File: src/rtl/fight_pkg.sv
// fight_pkg: shared encodings for the match controller and player instances
package fight_pkg;
   typedef enum logic [2:0] {
      G_MENU      = 3'd0,
      G_COUNTDOWN = 3'd1,
      G_FIGHT     = 3'd2,
      G_ROUNDOVER = 3'd3,
      G_GAMEOVER  = 3'd4
   } gamestate_e;
   localparam logic [3:0] S_IDLE           = 4'd0;
   localparam logic [3:0] S_MOVEFORWARDS   = 4'd1;
   localparam logic [3:0] S_MOVEBACKWARDS  = 4'd2;
   localparam logic [3:0] S_B_ATTACK_START = 4'd3;
   localparam logic [3:0] S_B_ATTACK_END   = 4'd4;
   localparam logic [3:0] S_D_ATTACK_START = 4'd5;
   localparam logic [3:0] S_D_ATTACK_MID   = 4'd6;
   localparam logic [3:0] S_D_ATTACK_END   = 4'd7;
   localparam logic [3:0] S_HITSTUN        = 4'd8;
   localparam logic [3:0] S_BLOCK          = 4'd9;
   localparam logic [3:0] S_BLOCKSTUN      = 4'd10;
   localparam logic [1:0] notHit           = 2'b00;
   localparam logic [1:0] hitByBasic       = 2'b01;
   localparam logic [1:0] hitByDirectional = 2'b10;
   localparam int BOX_W     = 40;
   localparam int BASIC_LSB = 80;
   localparam int DIR_LSB   = 40;
   localparam int MAIN_LSB  = 0;
endpackage

File: src/rtl/fight_director_if.sv
// fight_director_if: per-frame player inputs and match results exchanged with the director
interface fight_director_if;
   import fight_pkg::*;
   logic         frame_tick;
   logic         start;
   logic [3:0]   p1_state, p2_state;
   logic [119:0] p1_boxes, p2_boxes;
   logic [2:0]   gamestate;
   logic [1:0]   p1_hitFlag, p2_hitFlag;
   logic [2:0]   p1_health, p2_health;
   logic [2:0]   p1_block, p2_block;
   logic [1:0]   p1_wins, p2_wins;
   logic [1:0]   winner;
   modport master (
      output frame_tick, start, p1_state, p2_state, p1_boxes, p2_boxes,
      input  gamestate, p1_hitFlag, p2_hitFlag, p1_health, p2_health,
             p1_block, p2_block, p1_wins, p2_wins, winner
   );
   modport slave (
      input  frame_tick, start, p1_state, p2_state, p1_boxes, p2_boxes,
      output gamestate, p1_hitFlag, p2_hitFlag, p1_health, p2_health,
             p1_block, p2_block, p1_wins, p2_wins, winner
   );
endinterface

File: src/rtl/box_overlap.sv
// box_overlap: inclusive intersect of two packed {x1,x2,y1,y2} rectangles
module box_overlap (
   input  logic [39:0] a_i,
   input  logic [39:0] b_i,
   output logic        hit_o
);
   assign hit_o = a_i[39:30] <= b_i[29:20] && b_i[39:30] <= a_i[29:20] &&
                  a_i[19:10] <= b_i[9:0]   && b_i[19:10] <= a_i[9:0];
endmodule

File: src/rtl/fight_director.sv
// fight_director: gamestate sequencing and per-frame combat resolution for both players
module fight_director
   import fight_pkg::*;
#(
   parameter logic [2:0] HEALTH_INIT     = 3'd3,
   parameter logic [2:0] BLOCK_INIT      = 3'd3,
   parameter int         COUNTDOWN_TICKS = 180,
   parameter int         ROUNDOVER_TICKS = 120,
   parameter logic [1:0] WINS_NEEDED     = 2'd2,
   parameter logic [2:0] DIR_DAMAGE      = 3'd2
) (
   input logic            clk,
   input logic            rst,
   fight_director_if.slave bus
);
   gamestate_e       gs_q;
   logic [7:0]       cnt_q;
   logic             start_q;
   logic [1:0][2:0]  health_q, health_d, block_q, block_d, dmg;
   logic [1:0][1:0]  wins_q, flag_q, flag_d;
   logic [1:0]       winner_q, done_q, done_d, hit_d, blk, ov_b, ov_d;
   logic [1:0][3:0]  st;
   logic [1:0][119:0] bx;
   logic             live, start_rise;
   assign st = {bus.p2_state, bus.p1_state};
   assign bx = {bus.p2_boxes, bus.p1_boxes};
   assign live = |health_q[0] && |health_q[1];
   assign start_rise = bus.start & ~start_q;
   for (genvar a = 0; a < 2; a++) begin : g_ov
      box_overlap u_basic (.a_i(bx[a][BASIC_LSB +: BOX_W]), .b_i(bx[1-a][MAIN_LSB +: BOX_W]), .hit_o(ov_b[a]));
      box_overlap u_dir   (.a_i(bx[a][DIR_LSB +: BOX_W]),   .b_i(bx[1-a][MAIN_LSB +: BOX_W]), .hit_o(ov_d[a]));
   end
   // each attacker (index a) resolves against the opposite victim independently, so trades fall out naturally
   always_comb begin
      health_d = health_q;
      block_d = block_q;
      flag_d = '0;
      done_d = '0;
      hit_d = '0;
      blk = '0;
      dmg = '0;
      for (int a = 0; a < 2; a++) begin
         hit_d[a] = gs_q == G_FIGHT && bus.frame_tick && live && !done_q[a] &&
                    ((st[a] == S_B_ATTACK_END && ov_b[a]) || (st[a] == S_D_ATTACK_END && ov_d[a]));
         done_d[a] = (st[a] == S_B_ATTACK_END || st[a] == S_D_ATTACK_END) && (done_q[a] || hit_d[a]);
         blk[1-a] = st[1-a] == S_MOVEBACKWARDS && block_q[1-a] != 3'd0;
         dmg[a] = st[a] == S_D_ATTACK_END ? DIR_DAMAGE : 3'd1;
         flag_d[1-a] = hit_d[a] ? (st[a] == S_D_ATTACK_END ? hitByDirectional : hitByBasic) : notHit;
         block_d[1-a] = hit_d[a] && blk[1-a] ? block_q[1-a] - 3'd1 : block_q[1-a];
         health_d[1-a] = hit_d[a] && !blk[1-a] ?
                         (health_q[1-a] > dmg[a] ? health_q[1-a] - dmg[a] : 3'd0) : health_q[1-a];
      end
   end
   // match FSM; hitFlags default to 00 every cycle so they only pulse after an evaluating tick
   always_ff @(posedge clk or negedge rst) begin
      if (!rst) begin
         gs_q <= G_MENU;
         cnt_q <= '0;
         start_q <= 1'b0;
         health_q <= {2{HEALTH_INIT}};
         block_q <= {2{BLOCK_INIT}};
         wins_q <= '0;
         winner_q <= '0;
         flag_q <= '0;
         done_q <= '0;
      end else begin
         start_q <= bus.start;
         done_q <= done_d;
         flag_q <= '0;
         case (gs_q)
            G_MENU: begin
               health_q <= {2{HEALTH_INIT}};
               block_q <= {2{BLOCK_INIT}};
               wins_q <= '0;
               winner_q <= '0;
               cnt_q <= '0;
               if (start_rise) gs_q <= G_COUNTDOWN;
            end
            G_COUNTDOWN: if (bus.frame_tick) begin
               cnt_q <= cnt_q == 8'(COUNTDOWN_TICKS - 1) ? 8'd0 : cnt_q + 8'd1;
               if (cnt_q == 8'(COUNTDOWN_TICKS - 1)) gs_q <= G_FIGHT;
            end
            G_FIGHT: if (!live) begin
               gs_q <= G_ROUNDOVER;
               winner_q <= {health_q[0] == 3'd0, health_q[1] == 3'd0};
               for (int s = 0; s < 2; s++)
                  if (health_q[1-s] == 3'd0 && health_q[s] != 3'd0 && wins_q[s] != 2'd3)
                     wins_q[s] <= wins_q[s] + 2'd1;
            end else begin
               health_q <= health_d;
               block_q <= block_d;
               flag_q <= flag_d;
            end
            G_ROUNDOVER: if (bus.frame_tick) begin
               cnt_q <= cnt_q == 8'(ROUNDOVER_TICKS - 1) ? 8'd0 : cnt_q + 8'd1;
               if (cnt_q == 8'(ROUNDOVER_TICKS - 1)) begin
                  if (wins_q[0] == WINS_NEEDED || wins_q[1] == WINS_NEEDED) gs_q <= G_GAMEOVER;
                  else begin
                     gs_q <= G_COUNTDOWN;
                     health_q <= {2{HEALTH_INIT}};
                     block_q <= {2{BLOCK_INIT}};
                     winner_q <= '0;
                     done_q <= '0;
                  end
               end
            end
            G_GAMEOVER: if (start_rise) gs_q <= G_MENU;
            default: gs_q <= G_MENU;
         endcase
      end
   end
   assign bus.gamestate  = gs_q;
   assign bus.p1_hitFlag = flag_q[0];
   assign bus.p2_hitFlag = flag_q[1];
   assign bus.p1_health  = health_q[0];
   assign bus.p2_health  = health_q[1];
   assign bus.p1_block   = block_q[0];
   assign bus.p2_block   = block_q[1];
   assign bus.p1_wins    = wins_q[0];
   assign bus.p2_wins    = wins_q[1];
   assign bus.winner     = winner_q;
endmodule

File: src/flat_wrapper.sv
// flat-port wrapper written by rule: the top's interface ports become plain ports
module fight_director_flat import fight_pkg::*;
#(
   parameter logic [2:0] HEALTH_INIT     = 3'd3,
   parameter logic [2:0] BLOCK_INIT      = 3'd3,
   parameter int         COUNTDOWN_TICKS = 180,
   parameter int         ROUNDOVER_TICKS = 120,
   parameter logic [1:0] WINS_NEEDED     = 2'd2,
   parameter logic [2:0] DIR_DAMAGE      = 3'd2
)
  (clk, rst, bus_frame_tick, bus_start, bus_p1_state, bus_p2_state, bus_p1_boxes, bus_p2_boxes, bus_gamestate, bus_p1_hitFlag, bus_p2_hitFlag, bus_p1_health, bus_p2_health, bus_p1_block, bus_p2_block, bus_p1_wins, bus_p2_wins, bus_winner);
  fight_director_if bus_i ();
  input logic clk;
  input logic rst;
  input wire logic [$bits(bus_i.frame_tick)-1:0] bus_frame_tick;
  input wire logic [$bits(bus_i.start)-1:0] bus_start;
  input wire logic [$bits(bus_i.p1_state)-1:0] bus_p1_state;
  input wire logic [$bits(bus_i.p2_state)-1:0] bus_p2_state;
  input wire logic [$bits(bus_i.p1_boxes)-1:0] bus_p1_boxes;
  input wire logic [$bits(bus_i.p2_boxes)-1:0] bus_p2_boxes;
  output wire logic [$bits(bus_i.gamestate)-1:0] bus_gamestate;
  output wire logic [$bits(bus_i.p1_hitFlag)-1:0] bus_p1_hitFlag;
  output wire logic [$bits(bus_i.p2_hitFlag)-1:0] bus_p2_hitFlag;
  output wire logic [$bits(bus_i.p1_health)-1:0] bus_p1_health;
  output wire logic [$bits(bus_i.p2_health)-1:0] bus_p2_health;
  output wire logic [$bits(bus_i.p1_block)-1:0] bus_p1_block;
  output wire logic [$bits(bus_i.p2_block)-1:0] bus_p2_block;
  output wire logic [$bits(bus_i.p1_wins)-1:0] bus_p1_wins;
  output wire logic [$bits(bus_i.p2_wins)-1:0] bus_p2_wins;
  output wire logic [$bits(bus_i.winner)-1:0] bus_winner;
  assign bus_i.frame_tick = bus_frame_tick;
  assign bus_i.start = bus_start;
  assign bus_i.p1_state = bus_p1_state;
  assign bus_i.p2_state = bus_p2_state;
  assign bus_i.p1_boxes = bus_p1_boxes;
  assign bus_i.p2_boxes = bus_p2_boxes;
  assign bus_gamestate = bus_i.gamestate;
  assign bus_p1_hitFlag = bus_i.p1_hitFlag;
  assign bus_p2_hitFlag = bus_i.p2_hitFlag;
  assign bus_p1_health = bus_i.p1_health;
  assign bus_p2_health = bus_i.p2_health;
  assign bus_p1_block = bus_i.p1_block;
  assign bus_p2_block = bus_i.p2_block;
  assign bus_p1_wins = bus_i.p1_wins;
  assign bus_p2_wins = bus_i.p2_wins;
  assign bus_winner = bus_i.winner;
  fight_director #(.HEALTH_INIT(HEALTH_INIT), .BLOCK_INIT(BLOCK_INIT), .COUNTDOWN_TICKS(COUNTDOWN_TICKS), .ROUNDOVER_TICKS(ROUNDOVER_TICKS), .WINS_NEEDED(WINS_NEEDED), .DIR_DAMAGE(DIR_DAMAGE)) u_core (.clk(clk), .rst(rst), .bus(bus_i));
endmodule
File: config.mk
export PLATFORM = sky130hd
export DESIGN_NAME = fight_director_flat
export DESIGN_NICKNAME = d
export VERILOG_FILES = /design/src/rtl/fight_pkg.sv /design/src/rtl/fight_director_if.sv /design/src/rtl/box_overlap.sv /design/src/rtl/fight_director.sv /design/src/flat_wrapper.sv
export SDC_FILE = /design/constraint.sdc
export NUM_CORES = 1
export LEC_CHECK = 0
export CORE_ASPECT_RATIO = 1.4
export CORE_UTILIZATION = 44
export CTS_BUF_LIST = sky130_fd_sc_hd__clkbuf_8
export DETAILED_ROUTE_END_ITERATION = 7
export PLACE_DENSITY = 0.84
export SLEW_MARGIN = 20
export SYNTH_ARGS = -nofsm -noshare
export SYNTH_HDL_FRONTEND = slang
export SYNTH_SLANG_ARGS = --single-unit
File: constraint.sdc
create_clock -name clk -period 3.6 [get_ports clk]
set_input_delay 0.9 -clock clk [delete_from_list [all_inputs] [get_ports clk]]
set_output_delay 0.9 -clock clk [all_outputs]
set_load 0.02 [all_outputs]
; ---- Word level (Yosys, flattened, before mapping)
; Cells that the tools add are included.
[totals]
register_bits = 36
word_cells = 186
output_inout_bits = 25
[op_classes]
magnitude_cmp = 18
muxes = 48
n_addsub = 7
n_eq_ne = 31
n_reduce_logical = 67
bitwise = 2
[ops]
columns = cell, n
row1 = 10-bit less-or-equal comparator, 16
row2 = 3-bit 2-to-1 mux, 14
row3 = 6-bit one-hot mux with 3 select lines, 2
row4 = 1-bit logical AND, 35
row5 = 2-bit 2-to-1 mux, 16
row6 = 8-bit 2-to-1 mux, 4
row7 = 6-bit 2-to-1 mux, 5
row8 = 8-bit one-hot mux with 3 select lines, 1
row9 = 6-bit AND reduction, 4
row10 = 2-bit inequality test (second input constant), 10
row11 = 3-bit nonzero test, 6
row12 = 4-bit by 3-bit equality test with 1-bit output (second input constant), 4
row13 = 3-bit one-hot mux with 5 select lines, 1
row14 = 2-bit by 1-bit inequality test with 1-bit output (second input constant), 7
row15 = 4-bit 2-to-1 mux, 3
row16 = 3-bit logical NOT, 3
row17 = 3-bit AND reduction, 3
row18 = 8-bit by 1-bit adder with 8-bit output (second input constant), 1
row19 = 4-bit by 2-bit equality test with 1-bit output (second input constant), 2
row20 = 8-bit by 7-bit equality test with 1-bit output (second input constant), 1
row21 = 8-bit equality test (second input constant), 1
row22 = 4-bit one-hot mux with 2 select lines, 1
row23 = 1-bit logical OR, 7
row24 = 7-bit AND reduction, 1
row25 = other kinds (15), 25

; ---- Longest topological paths before layout
[logic_depth]
word_depth = 13
ltp_mapped = 10

; ---- Modules after synthesis
; A second synthesis with hierarchy kept.
[unflattened]
hier_cells = 829
area_unflattened_um2 = 6453.7
[modules_own_cells]
columns = module, cells_each, seq_area_each_um2, area_per_inst_um2, n_inst
row1 = box_overlap, 143, 0.0, 1034.7, 4
row2 = fight_director, 257, 910.9, 2314.7, 1

; ---- Worst setup path before layout
; Ideal clock, no wire load.
[synth_timing]
kind = in2reg
start = input port bus_p2_boxes[87]
end = register u_core.block_q, in the netlist u_core.bus.p1_block[0]
arrival_time_ps = 3212
path_buffers = 0
slack_ps = 297
required_ps = 3509
path_stages = 10
path_cell_list = inv_1 -> ha_1 -> a211oi_1 -> o22ai_1 -> a2111oi_0 -> o21bai_1 -> o32ai_1 -> nand4_1 -> and2_1 -> o31ai_1
[synth_via]
elab_chain_len = 8
[synth_lines]
columns = item, line_no
row1 = "start, declared", flat_wrapper.sv:20  ; input wire logic [$bits(bus_i.p2_boxes)-1:0] bus_p2_boxes;
row2 = 10-bit less-or-equal comparator, box_overlap.sv:8  ; a_i[19:10] <= b_i[9:0] && b_i[19:10] <= a_i[9:0];
row3 = 1-bit logical AND, box_overlap.sv:8
row4 = 1-bit logical AND, fight_director.sv:44  ; ((st[a] == S_B_ATTACK_END && ov_b[a]) || (st[a] == S_D_ATTACK_END && ov_d[a]));
row5 = 1-bit logical OR, fight_director.sv:44
row6 = 1-bit logical AND, fight_director.sv:43  ; hit_d[a] = gs_q == G_FIGHT && bus.frame_tick && live && !done_q[a] &&
row7 = 1-bit logical AND, fight_director.sv:49  ; block_d[1-a] = hit_d[a] && blk[1-a] ? block_q[1-a] - 3'd1 : block_q[1-a];
row8 = 2-bit inequality test (no line), -
row9 = 6-bit AND reduction (no line), -
row10 = "end signal, assigned", fight_director.sv:61  ; block_q <= {2{BLOCK_INIT}};
row11 = "end signal, assigned", fight_director.sv:73  ; block_q <= {2{BLOCK_INIT}};
row12 = "end signal, assigned", fight_director.sv:91  ; block_q <= block_d;
row13 = "end, declared", fight_director.sv:19  ; logic [1:0][2:0] health_q, health_d, block_q, block_d, dmg;
; No other way between the ends.
; A chain may end at the register's enable or synchronous reset.

; ---- Worst setup path in the final report
[layout_timing]
start = input port bus_p2_boxes[25]
end = register u_core.block_q, in the netlist u_core.bus.p2_block[2]
[layout_via]
elab_chain_len = 10
word_cells_on_any_way = 15
[layout_lines]
columns = item, line_no
row1 = 10-bit less-or-equal comparator, box_overlap.sv:7  ; assign hit_o = a_i[39:30] <= b_i[29:20] && b_i[39:30] <= a_i[29:20] &&
row2 = 1-bit logical AND (2 in series), box_overlap.sv:7
row3 = 1-bit logical AND, box_overlap.sv:8
row4 = 1-bit logical AND, fight_director.sv:44
row5 = 1-bit logical OR (*), fight_director.sv:44
row6 = 1-bit logical AND (*), fight_director.sv:43
row7 = 1-bit logical AND (*), fight_director.sv:49
row8 = 2-bit by 1-bit inequality test with 1-bit output (no line) (*), -
row9 = 6-bit AND reduction (no line) (*), -
; Mark *: on every way between the ends. The rest lies on a longest branch, timed or not.

==> impl_metrics.yaml <==
outcome:
  status: "finished, final reports clean"
setup_path:
  critPathMaxFanout: 3
  r2r-start: "u_core.bus.gamestate[2]"
  crit_path_end_kind: "register"
  crit_end: "u_core.bus.p2_block[2]"
  required_ns: 3.82
  reg2reg_to: "u_core.bus.p2_block[2]"
  crit_arrival_ns: 3.65
  rrSetupSlack_ns: 0.81
  cp-startpoint: "bus_p2_boxes[25]"
  r2r_cells: 8
  critPathKind: "in2reg"
  start_kind: "primary input"
die:
  rows: 51
  die_h_microns: 143
  initial_core_util_pct: 45.0
  io_pins: 277
  die_w_microns: 103
  core_sq_um: 13800
  floorplan.die_area_sq_um: 14600
clock_tree:
  ctsHoldBuffers: 0
  cts-root-buf: "clkbuf_8"
  cts.sinks: 36
  clkTransAtPathRegs_ns: 0.07
  clock_latency_ns: 0.30
  cts.path.max_buffers: 2
  htreeDepth: 2
  cts_tree: "yes"
  cts_made_buffers: 5
power_and_ir_drop:
  power_density_nw_per_um2: 202
  total_power_w: 0.00197
  power.leakage_nw: 4.88
  ir_drop_v: 0.000396
grt:
  overflow: 0
  grt_max_degree: 37
  grt_pass1_wl_mm: 31.5
  grtUsageTotal_pct: 27.5
  antenna_found_initial: 1
  grt_pass1_vias: 7007
placement:
  dp_hpwl_mm: 18.2
  gp_congestion: 0.903
  io_buffer_count: 276
  place_inst: 1304
synth:
  ys_types: 57
  ys_ff_latch: 36
  ys_seq_area_share_pct: 14.6
  synth_edf_count: 0
  yosys.area.top_type_share_pct: 34.8
  synth_warnings: 0
  synth_nets: 1220
  synth_ff_type: "dfrtp_1"
  yosysTopAreaCell: "ha_1"
  avgSynthCellArea_sq_um: 7.85
  async_flop_share_pct: 100
  syn_area_sq_um: 6230
  syn-instance-count: 793
  synth.area.top_cells: "ha_1, dfrtp_1, inv_1, a21oi_1, dfstp_2"
timing:
  fin_crit_ns: 3.43
  finalCritPeriodShare_pct: 95.4
  clock-skew-final_ns: 0.0100
  maxSlewViolCount: 0
  hold_viol: 0
  fmax_ghz: 0.291
  tightestPinTransition_ns: 0.833
  rsz0062_at_grt: "false"
  setup_viol: 0
  slew_headroom_pct: 44.5
finish:
  nets: 1553
  drive_gt1_share_pct: 7.63
  layout_common_cells: "clkdlybuf4s50_1, ha_1, inv_1"
  area_delta_synth_final_pct: 56.6
  instances_no_fill: 1313
  final_common_cell: "clkdlybuf4s50_1"
routing:
  drtPass1Iterations: 6
  num_vias: 6991
  routedWlPerCell_microns: 15.6
  drcViolationCount: 0
  wirelength_mm: 20.5
  first_iter_violations: 183
  via_per_inst: 5.32
  ant_nets: 0
flow_run:
  maxCapViolCount: 0
min_path:
  min_path_type: "reg2reg"
[repair_timing]
item | CTS | global route
buffers inserted | 0 | 0
gates resized for setup | 2 | 16
setup endpoints to repair | 6 | 12
pin swaps | 0 | 3
[flip-flops by register name, indices dropped and copies added, names as in the netlist]
register / cells
u_core.bus.p2_wins: 2
u_core.bus.p2_health: 3
u_core.bus.winner: 2
u_core.cnt_q: 8
u_core.bus.p1_block: 3
u_core.bus.p2_hitFlag: 2
u_core.done_q: 2
u_core.bus.p1_wins: 2
u_core.bus.gamestate: 3
u_core.start_q: 1
u_core.bus.p2_block: 3
u_core.bus.p1_health: 3
u_core.bus.p1_hitFlag: 2
[final cells by class]
type                       count  area, sq um
antenna                        1         2.50
tap                          185          231
inverter                     158          593
clock buffer                   5         68.8
timing repair buffer         331         3170
sequential                    36          911
fill                        1093         4090
multi-input combinational    594         4760
clock inverter                 3         11.3
[logic make-up after synthesis]
group / count (synthesis) / synth area share [%]
flip-flops: 36 / 14.6
buffers and inverters: 163 / 9.85
adder cells (fa/ha/maj): 175 / 35.4
XOR/XNOR: 2 / 0.281
AND/OR/NAND/NOR: 207 / 17.4
AO/OA/AOI/OAI: 207 / 21.9
multiplexers: 3 / 0.502
[per-stage QoR]
step           TNS (ns)  instance area (sq um)  setup slack (ns)  util [%]  hold WS, ns
2_1_floorplan         0                   6230             0.297         -        0.458
3_3_place_gp      -3.33                   9610            -0.303      69.4        0.484
3_5_place_dp      -4.43                   9610            -0.418      69.4        0.485
4_1_cts               0                   9700           0.00263      70.0        0.493
5_1_grt               0                   9750           0.00213      70.4        0.509
6_report              0                   9750             0.167      70.4        0.490
[cells in the mapped netlist (all sizes together) (7+ instances only)]
| cell type | n |
|---|---|
| a2111oi | 13 |
| a211oi | 12 |
| a21o | 25 |
| a21oi | 54 |
| dfrtp | 28 |
| dfstp | 8 |
| ha | 173 |
| inv | 158 |
| nand2 | 51 |
| nand2b | 17 |
| nand3 | 14 |
| nand4 | 30 |
| nor2 | 37 |
| nor2b | 11 |
| nor3 | 16 |
| o211ai | 12 |
| o21ai | 48 |
| o22ai | 7 |
| o31ai | 9 |
[how the worst min path moves through the flow]
stage                                 from                     end  slack, ns  cells after the start
CTS                 u_core.bus.p2_block[0]  u_core.bus.p2_block[0]       0.49                      2
finish              u_core.bus.p2_block[0]  u_core.bus.p2_block[0]       0.49                      2
floorplan                  u_core.cnt_q[7]         u_core.cnt_q[7]       0.46                      1
global route        u_core.bus.p2_block[0]  u_core.bus.p2_block[0]       0.51                      2
global placement    u_core.bus.p2_block[0]  u_core.bus.p2_block[0]       0.48                      2
detailed placement  u_core.bus.p2_block[0]  u_core.bus.p2_block[0]       0.49                      2
[per-layer routing]
metal | share of wire, % | global-route usage, % | up-vias
met2 | 52 | 51.4 | 265
met3 | 8.2 | 7.49 | 86
met5 | 0 | 0 | -
li1 | - | - | 3504
met1 | 34 | 25.3 | 3136
met4 | 6.4 | 17.9 | 0
[worst max-delay path: stages]
cell             delay, ns
clkdlybuf4s50_1       0.46
inv_1                 0.05
ha_1                  0.32
a21oi_1               0.16
o21ai_1               0.11
a2111oi_2             0.44
buf_4                 0.17
o22ai_1               0.10
a2111oi_4             0.26
o21bai_2              0.10
or4_1                 0.48
o211ai_1              0.09
[power by group]
part	switching [W]	internal, W
logic	0.000598	0.000633
registers	0.0000276	0.000441
clock network	0.000145	0.000129
total	0.000771	0.00120
No activity file was read; power rests on OpenSTA's default activity.
